File: src/rtl/ring_pkg.sv
`default_nettype none
// ============================================================================
//  Module  : ring_pkg
//  Brief   : Shared constants and {payload,dest} field helpers for the ring.
//  Rev     : 1.0  initial release
// ============================================================================
package ring_pkg;

    localparam int c_DEF_PROC_BITS = 4;
    localparam int c_DEF_DATA_SIZE = 32;
    localparam int c_MAX_PROC_BITS = 16;
    localparam int c_MAX_DATA_SIZE = 64;
    localparam int c_MAX_MSG_W     = c_MAX_PROC_BITS + c_MAX_DATA_SIZE;

    function automatic int msg_width(input int proc_bits, input int data_size);
        return proc_bits + data_size;
    endfunction

    // Helpers work on a maximum-width container; callers size-cast the result.
    function automatic logic [c_MAX_PROC_BITS-1:0] dest_of(
        input logic [c_MAX_MSG_W-1:0] msg,
        input int                     proc_bits
    );
        logic [c_MAX_MSG_W-1:0] mask;
        mask = (c_MAX_MSG_W'(1) << proc_bits) - c_MAX_MSG_W'(1);
        return c_MAX_PROC_BITS'(msg & mask);
    endfunction

    function automatic logic [c_MAX_DATA_SIZE-1:0] payload_of(
        input logic [c_MAX_MSG_W-1:0] msg,
        input int                     proc_bits
    );
        return c_MAX_DATA_SIZE'(msg >> proc_bits);
    endfunction

endpackage
`default_nettype wire

File: src/rtl/ring_hop_node_if.sv
`default_nettype none
// ============================================================================
//  Module  : ring_hop_node_if
//  Brief   : Ring-in, inject, ring-out and eject channels of one ring hop.
//  Rev     : 1.0  initial release
// ============================================================================
interface ring_hop_node_if
    import ring_pkg::*;
#(
    parameter int unsigned PROC_BITS = c_DEF_PROC_BITS,
    parameter int unsigned DATA_SIZE = c_DEF_DATA_SIZE
);
    localparam int unsigned c_MSG_W = PROC_BITS + DATA_SIZE;

    logic [c_MSG_W-1:0]   ring_msg_in;
    logic                 ring_valid_in;
    logic                 ring_ready_out;
    logic [c_MSG_W-1:0]   inj_msg_in;
    logic                 inj_valid_in;
    logic                 inj_ready_out;
    logic [c_MSG_W-1:0]   ring_msg_out;
    logic                 ring_valid_out;
    logic                 ring_ready_in;
    logic [DATA_SIZE-1:0] eject_data_out;
    logic                 eject_valid_out;

    modport slave (
        input  ring_msg_in, ring_valid_in, inj_msg_in, inj_valid_in, ring_ready_in,
        output ring_ready_out, inj_ready_out, ring_msg_out, ring_valid_out,
               eject_data_out, eject_valid_out
    );

    modport master (
        output ring_msg_in, ring_valid_in, inj_msg_in, inj_valid_in, ring_ready_in,
        input  ring_ready_out, inj_ready_out, ring_msg_out, ring_valid_out,
               eject_data_out, eject_valid_out
    );

endinterface
`default_nettype wire

File: src/rtl/ring_inj_fifo.sv
`default_nettype none
// ============================================================================
//  Module  : ring_inj_fifo
//  Brief   : Synchronous power-of-two FIFO holding locally injected messages.
//  Rev     : 1.0  initial release
// ============================================================================
module ring_inj_fifo #(
    parameter int unsigned DEPTH = 4,
    parameter int unsigned WIDTH = 36
) (
    input  wire logic                     clk_in,
    input  wire logic                     rst_in,
    input  wire logic                     i_push,
    input  wire logic [WIDTH-1:0]         i_wr_data,
    input  wire logic                     i_pop,
    output logic      [WIDTH-1:0]         o_rd_data,
    output logic                          o_full,
    output logic                          o_empty,
    output logic      [$clog2(DEPTH):0]   o_count
);
    localparam int unsigned c_PTR_W = $clog2(DEPTH);
    localparam int unsigned c_CNT_W = c_PTR_W + 1;
    localparam logic [c_CNT_W-1:0] c_FULL = c_CNT_W'(DEPTH);

    logic [WIDTH-1:0]   r_mem [DEPTH];
    logic [c_PTR_W-1:0] r_wr_ptr;
    logic [c_PTR_W-1:0] r_rd_ptr;
    logic [c_CNT_W-1:0] r_count;
    logic               w_push;
    logic               w_pop;

    // A push into a full FIFO is refused even if a pop happens alongside it.
    assign w_push = i_push && (r_count != c_FULL);
    assign w_pop  = i_pop  && (r_count != '0);

    always_ff @(posedge clk_in) begin
        if (w_push) begin
            r_mem[r_wr_ptr] <= i_wr_data;
        end
    end

    always_ff @(posedge clk_in) begin
        if (rst_in) begin
            r_wr_ptr <= '0;
            r_rd_ptr <= '0;
            r_count  <= '0;
        end else begin
            if (w_push) begin
                r_wr_ptr <= r_wr_ptr + c_PTR_W'(1);
            end
            if (w_pop) begin
                r_rd_ptr <= r_rd_ptr + c_PTR_W'(1);
            end
            case ({w_push, w_pop})
                2'b10:   r_count <= r_count + c_CNT_W'(1);
                2'b01:   r_count <= r_count - c_CNT_W'(1);
                default: r_count <= r_count;
            endcase
        end
    end

    assign o_rd_data = r_mem[r_rd_ptr];
    assign o_full    = (r_count == c_FULL);
    assign o_empty   = (r_count == '0);
    assign o_count   = r_count;

endmodule
`default_nettype wire

File: src/rtl/ring_hop_node.sv
`default_nettype none
// ============================================================================
//  Module  : ring_hop_node
//  Brief   : One hop of the unidirectional ring: forward, inject, eject.
//            Define RING_HOP_STATS_EN to add forward/inject/eject/stall counters.
//  Rev     : 1.0  initial release
// ============================================================================
module ring_hop_node
    import ring_pkg::*;
#(
    parameter int unsigned           PROC_BITS    = c_DEF_PROC_BITS,
    parameter int unsigned           DATA_SIZE    = c_DEF_DATA_SIZE,
    parameter logic [PROC_BITS-1:0]  PROC_ID      = '0,
    parameter int unsigned           INJ_DEPTH    = 4,
    parameter int unsigned           STARVE_LIMIT = 8
) (
    input  wire logic        clk_in,
    input  wire logic        rst_in,
    ring_hop_node_if.slave   bus
`ifdef RING_HOP_STATS_EN
    ,
    output logic [31:0]      stat_fwd_out,
    output logic [31:0]      stat_inj_out,
    output logic [31:0]      stat_ej_out,
    output logic [31:0]      stat_stall_out
`endif
);
    localparam int unsigned c_MSG_W = msg_width(int'(PROC_BITS), int'(DATA_SIZE));
    localparam int unsigned c_CNT_W = $clog2(INJ_DEPTH) + 1;
    localparam int unsigned c_SW    = $clog2(STARVE_LIMIT + 1);
    localparam logic [c_SW-1:0] c_STARVE_MAX = c_SW'(STARVE_LIMIT);

    logic [c_MSG_W-1:0]   w_head_msg;
    logic                 w_fifo_full;
    logic                 w_fifo_empty;
    logic [c_CNT_W-1:0]   w_fifo_count;
    logic                 w_unused_count;

    logic [PROC_BITS-1:0] w_ring_dest;
    logic [DATA_SIZE-1:0] w_ring_payload;
    logic [PROC_BITS-1:0] w_head_dest;
    logic [DATA_SIZE-1:0] w_head_payload;

    logic                 w_slot_free;
    logic                 w_ring_ej;
    logic                 w_ring_fwd_req;
    logic                 w_force_inj;
    logic                 w_head_fwd;
    logic                 w_head_loop;
    logic                 w_fwd_go;
    logic                 w_inj_go;
    logic                 w_loop_go;
    logic                 w_pop;

    logic [c_MSG_W-1:0]   r_ring_msg_out;
    logic                 r_ring_valid_out;
    logic [DATA_SIZE-1:0] r_eject_data;
    logic                 r_eject_valid;
    logic [c_SW-1:0]      r_starve_cnt;

    ring_inj_fifo #(
        .DEPTH (INJ_DEPTH),
        .WIDTH (c_MSG_W)
    ) u_inj_fifo (
        .clk_in    (clk_in),
        .rst_in    (rst_in),
        .i_push    (bus.inj_valid_in),
        .i_wr_data (bus.inj_msg_in),
        .i_pop     (w_pop),
        .o_rd_data (w_head_msg),
        .o_full    (w_fifo_full),
        .o_empty   (w_fifo_empty),
        .o_count   (w_fifo_count)
    );

    assign w_unused_count = ^w_fifo_count;

    assign w_ring_dest    = PROC_BITS'(dest_of(c_MAX_MSG_W'(bus.ring_msg_in), int'(PROC_BITS)));
    assign w_ring_payload = DATA_SIZE'(payload_of(c_MAX_MSG_W'(bus.ring_msg_in), int'(PROC_BITS)));
    assign w_head_dest    = PROC_BITS'(dest_of(c_MAX_MSG_W'(w_head_msg), int'(PROC_BITS)));
    assign w_head_payload = DATA_SIZE'(payload_of(c_MAX_MSG_W'(w_head_msg), int'(PROC_BITS)));

    assign w_slot_free    = !r_ring_valid_out || bus.ring_ready_in;
    assign w_ring_ej      = bus.ring_valid_in && (w_ring_dest == PROC_ID);
    assign w_ring_fwd_req = bus.ring_valid_in && (w_ring_dest != PROC_ID);
    assign w_force_inj    = (r_starve_cnt == c_STARVE_MAX);
    assign w_head_fwd     = !w_fifo_empty && (w_head_dest != PROC_ID);
    assign w_head_loop    = !w_fifo_empty && (w_head_dest == PROC_ID);

    // Ring traffic normally wins the out slot so the ring can never deadlock;
    // a starved head eventually takes one slot by force.
    assign w_fwd_go  = w_ring_fwd_req && w_slot_free && !w_force_inj;
    assign w_inj_go  = w_head_fwd && w_slot_free && (!w_ring_fwd_req || w_force_inj);
    assign w_loop_go = w_head_loop && !w_ring_ej;
    assign w_pop     = w_inj_go || w_loop_go;

    always_ff @(posedge clk_in) begin
        if (rst_in) begin
            r_ring_valid_out <= 1'b0;
            r_ring_msg_out   <= '0;
            r_eject_valid    <= 1'b0;
            r_eject_data     <= '0;
            r_starve_cnt     <= '0;
        end else begin
            if (w_slot_free) begin
                if (w_fwd_go) begin
                    r_ring_valid_out <= 1'b1;
                    r_ring_msg_out   <= bus.ring_msg_in;
                end else if (w_inj_go) begin
                    r_ring_valid_out <= 1'b1;
                    r_ring_msg_out   <= w_head_msg;
                end else begin
                    r_ring_valid_out <= 1'b0;
                end
            end

            // Ring eject always takes the eject register; loopback retries later.
            r_eject_valid <= w_ring_ej || w_loop_go;
            if (w_ring_ej) begin
                r_eject_data <= w_ring_payload;
            end else if (w_loop_go) begin
                r_eject_data <= w_head_payload;
            end

            if (w_inj_go) begin
                r_starve_cnt <= '0;
            end else if (w_head_fwd && w_slot_free && w_ring_fwd_req && !w_force_inj) begin
                r_starve_cnt <= r_starve_cnt + c_SW'(1);
            end
        end
    end

    assign bus.ring_ready_out  = (w_ring_dest == PROC_ID) || (w_slot_free && !w_force_inj);
    assign bus.inj_ready_out   = !w_fifo_full;
    assign bus.ring_msg_out    = r_ring_msg_out;
    assign bus.ring_valid_out  = r_ring_valid_out;
    assign bus.eject_data_out  = r_eject_data;
    assign bus.eject_valid_out = r_eject_valid;

`ifdef RING_HOP_STATS_EN
    logic [31:0] r_stat_fwd;
    logic [31:0] r_stat_inj;
    logic [31:0] r_stat_ej;
    logic [31:0] r_stat_stall;

    always_ff @(posedge clk_in) begin
        if (rst_in) begin
            r_stat_fwd   <= '0;
            r_stat_inj   <= '0;
            r_stat_ej    <= '0;
            r_stat_stall <= '0;
        end else begin
            if (w_fwd_go) begin
                r_stat_fwd <= r_stat_fwd + 32'd1;
            end
            if (w_inj_go) begin
                r_stat_inj <= r_stat_inj + 32'd1;
            end
            if (w_ring_ej || w_loop_go) begin
                r_stat_ej <= r_stat_ej + 32'd1;
            end
            if (r_ring_valid_out && !bus.ring_ready_in) begin
                r_stat_stall <= r_stat_stall + 32'd1;
            end
        end
    end

    assign stat_fwd_out   = r_stat_fwd;
    assign stat_inj_out   = r_stat_inj;
    assign stat_ej_out    = r_stat_ej;
    assign stat_stall_out = r_stat_stall;
`endif

endmodule
`default_nettype wire

File: src/flat_wrapper.sv
// flat-port wrapper written by rule: the top's interface ports become plain ports
module ring_hop_node_flat import ring_pkg::*;
#(
    parameter int unsigned           PROC_BITS    = c_DEF_PROC_BITS,
    parameter int unsigned           DATA_SIZE    = c_DEF_DATA_SIZE,
    parameter logic [PROC_BITS-1:0]  PROC_ID      = '0,
    parameter int unsigned           INJ_DEPTH    = 4,
    parameter int unsigned           STARVE_LIMIT = 8
)
  (clk_in, rst_in, bus_ring_msg_in, bus_ring_valid_in, bus_inj_msg_in, bus_inj_valid_in, bus_ring_ready_in, bus_ring_ready_out, bus_inj_ready_out, bus_ring_msg_out, bus_ring_valid_out, bus_eject_data_out, bus_eject_valid_out);
  ring_hop_node_if #(.PROC_BITS(PROC_BITS), .DATA_SIZE(DATA_SIZE)) bus_i ();
  input  wire logic clk_in;
  input  wire logic rst_in;
  input wire logic [$bits(bus_i.ring_msg_in)-1:0] bus_ring_msg_in;
  input wire logic [$bits(bus_i.ring_valid_in)-1:0] bus_ring_valid_in;
  input wire logic [$bits(bus_i.inj_msg_in)-1:0] bus_inj_msg_in;
  input wire logic [$bits(bus_i.inj_valid_in)-1:0] bus_inj_valid_in;
  input wire logic [$bits(bus_i.ring_ready_in)-1:0] bus_ring_ready_in;
  output wire logic [$bits(bus_i.ring_ready_out)-1:0] bus_ring_ready_out;
  output wire logic [$bits(bus_i.inj_ready_out)-1:0] bus_inj_ready_out;
  output wire logic [$bits(bus_i.ring_msg_out)-1:0] bus_ring_msg_out;
  output wire logic [$bits(bus_i.ring_valid_out)-1:0] bus_ring_valid_out;
  output wire logic [$bits(bus_i.eject_data_out)-1:0] bus_eject_data_out;
  output wire logic [$bits(bus_i.eject_valid_out)-1:0] bus_eject_valid_out;
  assign bus_i.ring_msg_in = bus_ring_msg_in;
  assign bus_i.ring_valid_in = bus_ring_valid_in;
  assign bus_i.inj_msg_in = bus_inj_msg_in;
  assign bus_i.inj_valid_in = bus_inj_valid_in;
  assign bus_i.ring_ready_in = bus_ring_ready_in;
  assign bus_ring_ready_out = bus_i.ring_ready_out;
  assign bus_inj_ready_out = bus_i.inj_ready_out;
  assign bus_ring_msg_out = bus_i.ring_msg_out;
  assign bus_ring_valid_out = bus_i.ring_valid_out;
  assign bus_eject_data_out = bus_i.eject_data_out;
  assign bus_eject_valid_out = bus_i.eject_valid_out;
  ring_hop_node #(.PROC_BITS(PROC_BITS), .DATA_SIZE(DATA_SIZE), .PROC_ID(PROC_ID), .INJ_DEPTH(INJ_DEPTH), .STARVE_LIMIT(STARVE_LIMIT)) u_core (.clk_in(clk_in), .rst_in(rst_in), .bus(bus_i));
endmodule
File: config.mk
export PLATFORM = sky130hd
export DESIGN_NAME = ring_hop_node_flat
export DESIGN_NICKNAME = d
export VERILOG_FILES = /design/src/rtl/ring_pkg.sv /design/src/rtl/ring_hop_node_if.sv /design/src/rtl/ring_inj_fifo.sv /design/src/rtl/ring_hop_node.sv /design/src/flat_wrapper.sv
export SDC_FILE = /design/constraint.sdc
export NUM_CORES = 1
export LEC_CHECK = 0
export BUFFER_PORTS_ARGS = -buffer_cell sky130_fd_sc_hd__buf_2
export CAP_MARGIN = 20
export CORE_MARGIN = 2
export CORE_UTILIZATION = 25
export DETAILED_ROUTE_END_ITERATION = 8
export SYNTH_ARGS = -nofsm -noshare
export SYNTH_HDL_FRONTEND = slang
export SYNTH_SLANG_ARGS = --single-unit
File: constraint.sdc
create_clock -name clk_in -period 3.2 [get_ports clk_in]
set_input_delay 0.64 -clock clk_in [delete_from_list [all_inputs] [get_ports clk_in]]
set_output_delay 0.64 -clock clk_in [all_outputs]
set_load 0.01 [all_outputs]
==> flow_metrics.py <==
metrics = {
    "status": {
        "outcome": "finished, final reports clean",
    },
    "die": {
        "die_w_um": 195,
        "start_util_pct": 25.2,
        "row_count": 70,
        "core_area_um2": 36300,
        "fp.dieH_um": 195,
        "dieArea_um2": 38100,
        "pin_count": 149,
    },
    "clock_tree": {
        "clk_pin_slew_ns": 0.06,
        "ctsHoldBuffers": 0,
        "clockBufferDepth": 3,
        "numCtsBuffers": 24,
        "htree_levels": 1,
        "clock-sinks": 227,
        "cts_setup_buffers": 0,
        "clkLatencyLatePin_ns": 0.51,
        "cts_root_buf": "clkbuf_16",
        "cts_tree": "done",
    },
    "grt": {
        "grt_usage_pct": 13.9,
        "grt_pass1_vias": 6389,
        "grt_pass1_wl_um": 40800,
        "antenna_found_initial": 9,
        "grt_max_degree": 70,
        "grt_overflow": 0,
    },
    "synthesis": {
        "seq_area_frac_synth_pct": 65.5,
        "synth_mux_area_share_pct": 9.27,
        "synth.distinct_cells": 39,
        "synth_seq_cells": 227,
        "synthSimpleGateAreaFrac_pct": 8.83,
        "synthesis.area_um2": 9140,
        "synth_adder_area_share_pct": 1.18,
        "yosys_warnings": 0,
        "syn_area_per_cell_um2": 13.3,
        "synth_xor_xnor_area_share_pct": 0.287,
        "syn_nets": 770,
        "syn_inst": 685,
        "synth_top_family_by_area": "compound AO/OA/AOI/OAI gates",
        "synth_compound_area_share_pct": 11.7,
    },
    "timing": {
        "max-slew-margin-rel_pct": 49.1,
        "worst-slew-pin-transition_ns": 0.764,
        "finalSetupViolCount": 0,
        "tns_ns": 0,
        "period_share_pct": 97.4,
        "period_minus_slack_ns": 3.12,
        "hold_viol_final": 0,
        "clock_skew_ns": 0.0160,
        "fmax_mhz": 321,
        "rsz0062_at_grt": "false",
        "slew_viol_final": 0,
    },
    "min_path": {
        "min_path_type": "primary input to register",
        "holdPathStages": 1,
    },
    "worst_setup_path": {
        "cp-start-kind": "register",
        "cp_max_fo": 5,
        "worstPathRequired_ns": 3.64,
        "rr_worst_depth": 10,
        "arrival_ns": 3.55,
        "crit_chain": "mux4_2, or4_4, mux2_4, inv_1, ha_1, inv_1, fa_1, xor2_1, or3_1, a21oi_1",
        "cp_common_cell": "inv_1",
        "path_buf_inv": 2,
        "endpoint_kind": "register",
        "critPathMaxStageDelay_ns": 0.56,
        "critPathSlowestCell": "or4_4",
        "crit_family": "simple AND/OR/NAND/NOR gates",
        "path_class": "register to register",
        "path_depth": 10,
    },
    "place": {
        "dp_hpwl_um": 17600,
        "gp_congestion": 0.738,
        "place_inst": 1265,
        "portBuffers": 148,
    },
    "drt": {
        "drcViolationCount": 0,
        "vias_per_cell": 4.85,
        "dr.pass1.iters": 5,
        "vias": 6362,
        "wire_per_inst_um": 20.4,
        "drtAntennaViolNets": 0,
        "routed_wl_um": 26800,
        "drtIter0Drc": 492,
    },
    "cells_and_area": {
        "register_area_um2": 5990,
        "multi_input_area_um2": 2890,
        "fin_cells": 1313,
        "layout_commonest_cell": "buf_2",
        "syn_to_final_growth_pct": 24.2,
        "final.fill_count": 3569,
        "final_cell_mix": "buf_2 (147), edfxtp_1 (144), dfxtp_1 (81), nor2_1 (76), o21ai_0 (73)",
        "drive_gt1_share_pct": 31.6,
        "post-route-util_pct": 31.2,
        "nets": 908,
    },
    "pwr": {
        "powerDensity_nw_per_um2": 801,
        "peakVddDrop_uv": 374,
        "p_leak_nw": 3.97,
    },
    "run": {
        "drv_cap": 0,
    },
}
[report_power, final]
part | internal (mW) | switching [mW]
clock | 1.71 | 1.14
combinational | 0.919 | 1.65
sequential | 3.51 | 0.156
[final timing paths]
| kind | from | to | slack, ns |
|---|---|---|---|
| hold reg to reg | u_core.r_starve_cnt[3] | u_core.r_starve_cnt[3] | 0.48 |
| hold / removal | bus_inj_msg_in[17] | u_core.u_inj_fifo.r_mem[2][17] | 0.34 |
| setup reg to reg | register | u_core.u_inj_fifo.o_count[2] | 0.08 |
| setup / recovery | register | u_core.u_inj_fifo.o_count[2] | 0.08 |
[sequential cells by signal (all words and copies together), names as in the netlist, named ones only]
| name | count |
|---|---|
| u_core.bus.ring_valid_out | 1 |
| u_core.bus.eject_valid_out | 1 |
| u_core.u_inj_fifo.r_rd_ptr | 2 |
| u_core.u_inj_fifo.r_mem | 144 |
| u_core.bus.ring_msg_out | 36 |
| u_core.u_inj_fifo.o_count | 3 |
| u_core.u_inj_fifo.r_wr_ptr | 2 |
| u_core.r_starve_cnt | 4 |
| u_core.bus.eject_data_out | 32 |
[metal layers]
layer	vias to the layer above	GRT usage, %	routed length, µm
met1	3183	19.1	12200
met5	-	0	65
met2	177	21.7	12400
met4	10	3.17	433
li1	2953	-	-
met3	39	4.02	1760
[worst reg2reg max path, delay by kind of cell (launching register included)]
family,cells,cell delay [ns]
AND/OR/NAND/NOR,2,0.87
multiplexers,2,0.85
adder cells (fa/ha/maj),2,0.54
flip-flops,1,0.39
XOR/XNOR,1,0.16
AO/OA/AOI/OAI,1,0.14
buffers and inverters,2,0.12
[cell usage after synthesis]
library cell	count	area (µm²)
nand2b_1	1	6.26
xnor2_1	1	8.76
or3_1	3	18.8
a21oi_1	8	40.0
a211oi_1	3	22.5
nor3_1	2	10.0
nor2_1	77	289
nor4_1	1	6.26
o41ai_1	1	8.76
clkbuf_1	53	199
xor2_1	2	17.5
nand4_1	4	25.0
buf_6	1	11.3
ha_1	7	87.6
mux2_2	1	11.3
fa_1	1	20.0
and3_1	4	25.0
mux2_4	1	15.0
buf_2	7	35.0
mux2i_1	1	10.0
o211ai_1	2	15.0
a311oi_1	68	596
nand2_1	8	30.0
o2111ai_1	1	8.76
and2_1	1	6.26
mux4_2	36	811
nand3_1	65	325
nor2b_1	3	18.8
inv_1	11	41.3
or3b_1	1	8.76
or2_2	1	6.26
buf_1	3	11.3
o21ai_0	73	365
nor3b_1	1	7.51
o31ai_1	2	15.0
edfxtp_1	144	4320
or4_1	2	15.0
and3b_1	1	8.76
dfxtp_1	83	1660
[final cells by class]
type	count	area share [%]
antenna	4	0.0882
clock buffer	31	6.17
clock inverter	13	1.06
sequential	227	52.8
inverter	11	0.364
multi-input combinational	383	25.4
timing repair buffer	176	8.95
tap	468	5.16
[cells by family after synthesis]
logic type	count (synthesis)
xor+xnor	3
simple gates	175
compound gates	158
flops	227
mux	39
fa+ha+maj	8
buf+inv	75
[stage by stage]
step | hold slack, ns | power, mW | setup WS [ns] | instance area, µm²
5_1_grt | 0.334 | 9.55 | 0.00723 | 11300
3_3_place_gp | 0.470 | 6.29 | -0.0938 | 10500
4_1_cts | 0.326 | 9.20 | 0.0857 | 11300
3_5_place_dp | 0.477 | 6.33 | -0.0902 | 10500
6_report | 0.344 | 9.09 | 0.0827 | 11400
2_1_floorplan | 0.453 | 5.26 | 0.00730 | 9140
[what timing repair did]
item | in CTS | in global routing
endpoints found under the hold margin | 0 | 0
setup endpoints to repair | 1 | 0
resized for setup | 2 | 0
Power figures use the tool's default switching activity.
